[src/rtl/rbz_tex_flash_pkg.sv]
// rtl/rbz_tex_flash_pkg.sv - shared types and constants for the texture flash arbiter
package rbz_tex_flash_pkg;

    typedef enum logic [2:0] {
        ST_IDLE  = 3'd0,
        ST_CMD   = 3'd1,
        ST_ADDR  = 3'd2,
        ST_DUMMY = 3'd3,
        ST_DATA  = 3'd4,
        ST_DONE  = 3'd5
    } state_e;

    localparam logic [7:0] CMD_DUAL_READ = 8'h3B;
    localparam int         CMD_BITS      = 8;
    localparam int         ADDR_BITS     = 24;

    // Bit counter counts down to zero, so a phase of n SCLKs loads n-1.
    function automatic logic [5:0] cnt_load(input int n);
        return 6'(n - 1);
    endfunction

endpackage

[src/rtl/rbz_tex_flash_arb_if.sv]
// rtl/rbz_tex_flash_arb_if.sv - requester and flash pin bundle for the texture flash arbiter
interface rbz_tex_flash_arb_if #(
    parameter int NBYTES = 1
);
    logic [1:0]          i_req;
    logic [23:0]         i_addr0;
    logic [23:0]         i_addr1;
    logic [1:0]          o_ack;
    logic [8*NBYTES-1:0] o_data;
    logic                o_busy;
    logic                o_tex_csb;
    logic                o_tex_sclk;
    logic                o_tex_out0;
    logic                o_tex_oeb0;
    logic [1:0]          i_tex_in;

    modport slave (
        input  i_req, i_addr0, i_addr1, i_tex_in,
        output o_ack, o_data, o_busy, o_tex_csb, o_tex_sclk, o_tex_out0, o_tex_oeb0
    );

    modport master (
        output i_req, i_addr0, i_addr1, i_tex_in,
        input  o_ack, o_data, o_busy, o_tex_csb, o_tex_sclk, o_tex_out0, o_tex_oeb0
    );
endinterface

[src/rtl/rbz_rr_arb2.sv]
// rtl/rbz_rr_arb2.sv - two-way round-robin arbiter with last-granted pointer
module rbz_rr_arb2 (
    input  logic       clk,
    input  logic       rst,
    input  logic [1:0] req_i,
    input  logic       gnt_stb_i,
    output logic [1:0] gnt_o,
    output logic       last_o
);

    logic last_q, last_d;

    // last_q resets to 1 so that a simultaneous first request favours requester 0.
    always_comb begin
        gnt_o = 2'b00;
        case (req_i)
            2'b01:   gnt_o = 2'b01;
            2'b10:   gnt_o = 2'b10;
            2'b11:   gnt_o = last_q ? 2'b01 : 2'b10;
            default: gnt_o = 2'b00;
        endcase
    end

    always_comb begin
        last_d = last_q;
        if (gnt_stb_i && (req_i != 2'b00)) begin
            last_d = gnt_o[1];
        end
    end

    always_ff @(posedge clk or posedge rst) begin
        if (rst) begin
            last_q <= 1'b1;
        end else begin
            last_q <= last_d;
        end
    end

    assign last_o = last_q;

endmodule

[src/rtl/rbz_tex_flash_arb.sv]
// rtl/rbz_tex_flash_arb.sv - round-robin sharing of the texture SPI flash with dual-output 0x3B reads
module rbz_tex_flash_arb
    import rbz_tex_flash_pkg::*;
#(
    parameter int NBYTES     = 1,
    parameter int DUMMY_CLKS = 8
) (
    input  logic               clk,
    input  logic               reset,
    rbz_tex_flash_arb_if.slave bus
);

    localparam int DW        = 8 * NBYTES;
    localparam int DATA_CLKS = 4 * NBYTES;

    state_e          state_q, state_d;
    logic            phase_q, phase_d;
    logic [5:0]      cnt_q, cnt_d;
    logic [23:0]     addr_q, addr_d;
    logic [DW-1:0]   shift_q, shift_d;
    logic [DW-1:0]   data_q, data_d;
    logic [1:0]      ack_q, ack_d;
    logic            busy_q, busy_d;
    logic            csb_q, csb_d;
    logic            sclk_q, sclk_d;
    logic            out0_q, out0_d;
    logic            oeb0_q, oeb0_d;
    logic            spi_d;

    logic [1:0]      gnt;
    logic            gnt_stb;
    logic            last_gnt;

    assign gnt_stb = (state_q == ST_IDLE);

    rbz_rr_arb2 u_arb (
        .clk       (clk),
        .rst       (reset),
        .req_i     (bus.i_req),
        .gnt_stb_i (gnt_stb),
        .gnt_o     (gnt),
        .last_o    (last_gnt)
    );

    always_comb begin
        state_d = state_q;
        phase_d = phase_q;
        cnt_d   = cnt_q;
        addr_d  = addr_q;
        shift_d = shift_q;
        data_d  = data_q;
        case (state_q)
            ST_IDLE: begin
                if (bus.i_req != 2'b00) begin
                    state_d = ST_CMD;
                    phase_d = 1'b0;
                    cnt_d   = cnt_load(CMD_BITS);
                    addr_d  = ({24{gnt[0]}} & bus.i_addr0) | ({24{gnt[1]}} & bus.i_addr1);
                end
            end
            ST_CMD, ST_ADDR, ST_DUMMY, ST_DATA: begin
                phase_d = ~phase_q;
                // Everything advances on the edge that ends phase H (sclk 1 -> 0).
                if (phase_q) begin
                    if (state_q == ST_DATA) begin
                        shift_d = {shift_q[DW-3:0], bus.i_tex_in};
                    end
                    if (cnt_q == 6'd0) begin
                        case (state_q)
                            ST_CMD: begin
                                state_d = ST_ADDR;
                                cnt_d   = cnt_load(ADDR_BITS);
                            end
                            ST_ADDR: begin
                                state_d = ST_DUMMY;
                                cnt_d   = cnt_load(DUMMY_CLKS);
                            end
                            ST_DUMMY: begin
                                state_d = ST_DATA;
                                cnt_d   = cnt_load(DATA_CLKS);
                            end
                            default: begin
                                state_d = ST_DONE;
                                cnt_d   = 6'd0;
                                data_d  = shift_d;
                            end
                        endcase
                    end else begin
                        cnt_d = cnt_q - 6'd1;
                    end
                end
            end
            ST_DONE: begin
                state_d = ST_IDLE;
                phase_d = 1'b0;
                cnt_d   = 6'd0;
            end
            default: begin
                state_d = ST_IDLE;
                phase_d = 1'b0;
                cnt_d   = 6'd0;
            end
        endcase
    end

    // Pin outputs are decoded from next-state so every pin comes straight off a flop.
    always_comb begin
        spi_d  = (state_d == ST_CMD) || (state_d == ST_ADDR) ||
                 (state_d == ST_DUMMY) || (state_d == ST_DATA);
        csb_d  = ~spi_d;
        sclk_d = spi_d & phase_d;
        oeb0_d = ~((state_d == ST_CMD) || (state_d == ST_ADDR));
        out0_d = 1'b0;
        case (state_d)
            ST_CMD:  out0_d = CMD_DUAL_READ[cnt_d[2:0]];
            ST_ADDR: out0_d = addr_d[cnt_d[4:0]];
            default: out0_d = 1'b0;
        endcase
        ack_d  = (state_d == ST_DONE) ? {last_gnt, ~last_gnt} : 2'b00;
        busy_d = (state_d != ST_IDLE);
    end

    always_ff @(posedge clk or posedge reset) begin
        if (reset) begin
            state_q <= ST_IDLE;
            phase_q <= 1'b0;
            cnt_q   <= 6'd0;
            addr_q  <= 24'd0;
            shift_q <= '0;
            data_q  <= '0;
            ack_q   <= 2'b00;
            busy_q  <= 1'b0;
            csb_q   <= 1'b1;
            sclk_q  <= 1'b0;
            out0_q  <= 1'b0;
            oeb0_q  <= 1'b1;
        end else begin
            state_q <= state_d;
            phase_q <= phase_d;
            cnt_q   <= cnt_d;
            addr_q  <= addr_d;
            shift_q <= shift_d;
            data_q  <= data_d;
            ack_q   <= ack_d;
            busy_q  <= busy_d;
            csb_q   <= csb_d;
            sclk_q  <= sclk_d;
            out0_q  <= out0_d;
            oeb0_q  <= oeb0_d;
        end
    end

    assign bus.o_ack      = ack_q;
    assign bus.o_data     = data_q;
    assign bus.o_busy     = busy_q;
    assign bus.o_tex_csb  = csb_q;
    assign bus.o_tex_sclk = sclk_q;
    assign bus.o_tex_out0 = out0_q;
    assign bus.o_tex_oeb0 = oeb0_q;

endmodule

[src/flat_wrapper.sv]
// flat-port wrapper written by rule: the top's interface ports become plain ports
module rbz_tex_flash_arb_flat import rbz_tex_flash_pkg::*;
#(
    parameter int NBYTES     = 1,
    parameter int DUMMY_CLKS = 8
)
  (clk, reset, bus_i_req, bus_i_addr0, bus_i_addr1, bus_i_tex_in, bus_o_ack, bus_o_data, bus_o_busy, bus_o_tex_csb, bus_o_tex_sclk, bus_o_tex_out0, bus_o_tex_oeb0);
  rbz_tex_flash_arb_if #(.NBYTES(NBYTES)) bus_i ();
  input  logic clk;
  input  logic reset;
  input wire logic [$bits(bus_i.i_req)-1:0] bus_i_req;
  input wire logic [$bits(bus_i.i_addr0)-1:0] bus_i_addr0;
  input wire logic [$bits(bus_i.i_addr1)-1:0] bus_i_addr1;
  input wire logic [$bits(bus_i.i_tex_in)-1:0] bus_i_tex_in;
  output wire logic [$bits(bus_i.o_ack)-1:0] bus_o_ack;
  output wire logic [$bits(bus_i.o_data)-1:0] bus_o_data;
  output wire logic [$bits(bus_i.o_busy)-1:0] bus_o_busy;
  output wire logic [$bits(bus_i.o_tex_csb)-1:0] bus_o_tex_csb;
  output wire logic [$bits(bus_i.o_tex_sclk)-1:0] bus_o_tex_sclk;
  output wire logic [$bits(bus_i.o_tex_out0)-1:0] bus_o_tex_out0;
  output wire logic [$bits(bus_i.o_tex_oeb0)-1:0] bus_o_tex_oeb0;
  assign bus_i.i_req = bus_i_req;
  assign bus_i.i_addr0 = bus_i_addr0;
  assign bus_i.i_addr1 = bus_i_addr1;
  assign bus_i.i_tex_in = bus_i_tex_in;
  assign bus_o_ack = bus_i.o_ack;
  assign bus_o_data = bus_i.o_data;
  assign bus_o_busy = bus_i.o_busy;
  assign bus_o_tex_csb = bus_i.o_tex_csb;
  assign bus_o_tex_sclk = bus_i.o_tex_sclk;
  assign bus_o_tex_out0 = bus_i.o_tex_out0;
  assign bus_o_tex_oeb0 = bus_i.o_tex_oeb0;
  rbz_tex_flash_arb #(.NBYTES(NBYTES), .DUMMY_CLKS(DUMMY_CLKS)) u_core (.clk(clk), .reset(reset), .bus(bus_i));
endmodule
[config.mk]
export PLATFORM = sky130hd
export DESIGN_NAME = rbz_tex_flash_arb_flat
export DESIGN_NICKNAME = d
export VERILOG_FILES = /design/src/rtl/rbz_tex_flash_pkg.sv /design/src/rtl/rbz_tex_flash_arb_if.sv /design/src/rtl/rbz_rr_arb2.sv /design/src/rtl/rbz_tex_flash_arb.sv /design/src/flat_wrapper.sv
export SDC_FILE = /design/constraint.sdc
export NUM_CORES = 1
export LEC_CHECK = 0
export BUFFER_PORTS_ARGS = -buffer_cell sky130_fd_sc_hd__buf_2
export CELL_PAD_IN_SITES_DETAIL_PLACEMENT = 1
export CELL_PAD_IN_SITES_GLOBAL_PLACEMENT = 1
export CORE_MARGIN = 2
export CORE_UTILIZATION = 45
export DETAILED_ROUTE_END_ITERATION = 6
export PLACE_DENSITY = 0.89
export SKIP_LAST_GASP = 1
export SLEW_MARGIN = 40
export SYNTH_ARGS = -nofsm -noshare
export SYNTH_HDL_FRONTEND = slang
export SYNTH_HIERARCHICAL = 1
export SYNTH_SLANG_ARGS = --single-unit
[constraint.sdc]
create_clock -name clk -period 6.67 [get_ports clk]
set_input_delay 1.334 -clock clk [delete_from_list [all_inputs] [get_ports clk]]
set_output_delay 1.334 -clock clk [all_outputs]
set_load 0.03 [all_outputs]
==> insert_results.sql <==
INSERT INTO impl_metrics (metric_group, metric, value, unit) VALUES
('pwr', 'power_frac_clock', '36.7', '%'),
('placed_design', 'pre_cts_ws', '3100', 'ps'),
('synth', 'synth_top_family_by_area', 'compound AO/OA/AOI/OAI gates', ''),
('sta', 'setup_viol_count_final', '0', ''),
('worst_setup_path', 'cell_type_of_the_slowest_stage_on_the_worst_timing_path', 'sky130_fd_sc_hd__a21boi_4', ''),
('worst_setup_path', 'critical_path_buf_inv_count', '1', ''),
('route', 'route.detailed.vias_per_inst', '5.57', ''),
('status', 'outcome', 'finished, final reports clean', ''),
('synth', 'average_footprint_of_a_synthesized_cell', '10.1', 'sq um'),
('global_routing', 'maximum_number_of_pins_on_one_net_before_global_route_repair', '39', ''),
('worst_setup_path', 'worst-endpoint-required', '6920', 'ps'),
('clocking', 'cts.htree.levels', '2', ''),
('synth', 'synth.yosys.warnings', '6', ''),
('clocking', 'worst_skew_pair.late_latency', '300', 'ps'),
('clocking', 'tritoncts', 'done', ''),
('global_routing', 'antenna_found_initial', '0', ''),
('placed_design', 'place.detailed.hpwl', '6260', 'microns'),
('clocking', 'clkTransAtPathRegs', '100', 'ps'),
('route', 'totalWireLength', '8530', 'microns'),
('pwr', 'power_leakage', '0.00182', 'uW'),
('job', 'max_cap_violations', '0', ''),
('sta', 'hold_viol_final', '0', ''),
('synth', 'async_flop_share', '100', '%'),
('synth', 'synthSimpleGateAreaFrac', '11.5', '%'),
('sta', 'holdWs', '513', 'ps'),
('route', 'wl_per_cell', '18.0', 'microns'),
('clocking', 'post_cts_repair_timing_setup_buffer_count', '0', ''),
('route', 'dr_total_vias', '2640', ''),
('final_layout', 'antenna_cells', '0', ''),
('sta', 'final.setup.tns', '0', 'ps'),
('synth', 'yosys-top-cells-area', 'sky130_fd_sc_hd__dfrtp_1, sky130_fd_sc_hd__mux2_2, sky130_fd_sc_hd__a22oi_1, sky130_fd_sc_hd__inv_1, sky130_fd_sc_hd__dfstp_2', ''),
('floorplan', 'die_area', '0.00785', 'sq mm'),
('sta', 'timing_max_transition_violations_final', '0', ''),
('synth', 'yosysUniqueCellTypes', '58', ''),
('pwr', 'cell_internal_pwr', '469', 'uW'),
('pwr', 'power_density', '160', 'mW/mm^2'),
('worst_setup_path', 'path_max_fanout', '24', ''),
('pwr', 'seq_power_share', '56.6', '%'),
('placed_design', 'dp.cells', '466', ''),
('global_routing', 'global_route.usage.total', '23.2', '%'),
('pwr', 'power.share.combinational', '6.7', '%'),
('clocking', 'cts_resized', '0', ''),
('clocking', 'cts_hold_buffers', '0', ''),
('floorplan', 'num_rows', '30', ''),
('worst_setup_path', 'critPathLaunchType', 'input port', ''),
('route', 'remaining_antenna_violation_count', '0', ''),
('worst_setup_path', 'crit_arrival', '3530', 'ps'),
('sta', 'postLayoutSetupSlackWorst', '3380', 'ps'),
('synth', 'syn_nets', '373', ''),
('sta', 'post-route-period-util', '49.3', '%'),
('final_layout', 'layout.core_utilization', '54.5', '%'),
('final_layout', 'layoutNonFillerInstCount', '474', ''),
('clocking', 'cts_buffer_depth', '2', ''),
('min_path', 'worst_min_delay_path_category', 'flop to flop', ''),
('floorplan', 'placeableCoreArea', '0.00687', 'sq mm'),
('synth', 'synth.yosys.seq_area_share', '43.6', '%'),
('final_layout', 'drive_above_1_share', '35.4', '%'),
('sta', 'worst_pin_slew', '720', 'ps'),
('route', 'detail_route.iter0.violations', '126', ''),
('clocking', 'clock_root_buffer_master', 'sky130_fd_sc_hd__clkbuf_8', ''),
('pwr', 'switchingPower', '131', 'uW'),
('global_routing', 'grt_pass1_wl', '14100', 'microns'),
('synth', 'synth_fa_ha_area_share', '0.389', '%'),
('sta', 'max_freq', '0.304', 'GHz'),
('final_layout', 'layout_area_overhead', '16.3', '%'),
('sta', 'finalCriticalPeriod', '3290', 'ps'),
('global_routing', 'vias_in_the_first_global_route', '2856', ''),
('synth', 'post_synth_mux_area_share', '15.7', '%'),
('worst_setup_path', 'worst_path_largest_cell_delay', '640', 'ps'),
('synth', 'synthCells', '318', ''),
('floorplan', 'fp.dieW', '88.6', 'microns');
-- cells in the mapped netlist (2+ instances only) --
cell type and count:
sky130_fd_sc_hd__mux2_2 35, sky130_fd_sc_hd__nand4_1 2, sky130_fd_sc_hd__o21ai_0 10, sky130_fd_sc_hd__o21bai_1 3, sky130_fd_sc_hd__o211ai_1 3, sky130_fd_sc_hd__a211oi_1 2
sky130_fd_sc_hd__or3_1 8, sky130_fd_sc_hd__a211o_1 2, sky130_fd_sc_hd__mux2i_1 6, sky130_fd_sc_hd__nor3_1 8, sky130_fd_sc_hd__clkbuf_1 12, sky130_fd_sc_hd__o21ai_1 2
sky130_fd_sc_hd__a32oi_1 3, sky130_fd_sc_hd__mux2_4 2, sky130_fd_sc_hd__dfrtp_1 53, sky130_fd_sc_hd__nand2b_1 2, sky130_fd_sc_hd__nand2_1 8, sky130_fd_sc_hd__a22oi_1 23
sky130_fd_sc_hd__and2_1 2, sky130_fd_sc_hd__a22o_1 3, sky130_fd_sc_hd__o21a_1 4, sky130_fd_sc_hd__o31ai_1 2, sky130_fd_sc_hd__a31oi_1 3, sky130_fd_sc_hd__nand3_1 3
sky130_fd_sc_hd__a2111oi_0 2, sky130_fd_sc_hd__a21oi_1 11, sky130_fd_sc_hd__or4_1 2, sky130_fd_sc_hd__buf_2 4, sky130_fd_sc_hd__dfstp_2 3, sky130_fd_sc_hd__or2_2 2
sky130_fd_sc_hd__nand3b_1 2, sky130_fd_sc_hd__nor2b_1 2, sky130_fd_sc_hd__buf_6 2, sky130_fd_sc_hd__mux2_1 2, sky130_fd_sc_hd__nor2_1 17, sky130_fd_sc_hd__inv_1 46
-- power by group through the flow --
stage          Clock, uW  Combinational (uW)  Sequential (uW)
3_3_place_gp           0                38.2              346
6_report             220                40.5              339
5_1_grt              242                45.2              339
3_5_place_dp           0                41.0              346
4_1_cts              225                41.3              339
2_1_floorplan          0                16.6              346
-- layout make-up --
type	count	area, sq um
clock buffers	6	72.6
clock inverters	2	35.0
fillers	778	3120
inverters	46	173
multi-input cells	197	1570
flip-flops and latches	56	1410
well taps	96	120
repair buffers	71	367
-- placed cells by master (no fill, tap or decap), drive strengths merged, types with 4 or more instances in the layout --
master  count
inv        46
o21a        4
clkbuf      6
dfrtp      53
mux2       39
o21ai      12
mux2i       6
a21oi      12
buf        71
nand2       8
nor3        9
nor2       17
a22oi      24
or3         8
-- cell families (layout without fill, tap and decap cells) --
group	Yosys count	count (layout)
compound gates	85	85
simple gates	65	65
buf+inv	65	125
flops	56	56
mux	45	45
fa+ha+maj	1	1
xor+xnor	1	1
-- sequential cells by signal, indices dropped and copies added, names as in the netlist --
register,cells
u_core/bus.o_data,8
u_core/u_arb/last_o,1
u_core/bus.o_tex_sclk,1
u_core/phase_q,1
u_core/cnt_q,6
u_core/addr_q,24
u_core/bus.o_tex_out0,1
u_core/bus.o_ack,2
u_core/bus.o_tex_csb,1
u_core/state_q,3
u_core/bus.o_busy,1
u_core/shift_q,6
u_core/bus.o_tex_oeb0,1
-- per-stage QoR --
step	power [uW]	cell area [sq um]
6_report	600	3740
2_1_floorplan	363	3220
5_1_grt	627	3740
3_3_place_gp	384	3610
3_5_place_dp	387	3630
4_1_cts	606	3740
-- final timing paths --
kind	from	to	slack (ps)	cells past startpoint
max	bus_i_req[0]	u_core/bus.o_tex_out0	3380	8
min	u_core/bus.o_data[1]	u_core/bus.o_data[1]	510	1
max reg2reg	u_core/state_q[1]	u_core/bus.o_tex_out0	3710	8
min reg2reg	u_core/bus.o_data[1]	u_core/bus.o_data[1]	510	1
max in group asynchronous	reset	u_core/addr_q[20]	4820	3
min in group asynchronous	reset	u_core/bus.o_data[5]	1010	2
-- per-layer routing --
| metal | global-route usage (%) | wire, microns | up-vias |
|---|---|---|---|
| met5 | 0 | 0 | - |
| met4 | 5.10 | 68 | 0 |
| met3 | 3.45 | 252 | 6 |
| met2 | 40.7 | 4490 | 50 |
| met1 | 30.4 | 3710 | 1334 |
| li1 | - | - | 1250 |
Note: power is estimated with default switching activity, not from simulation.
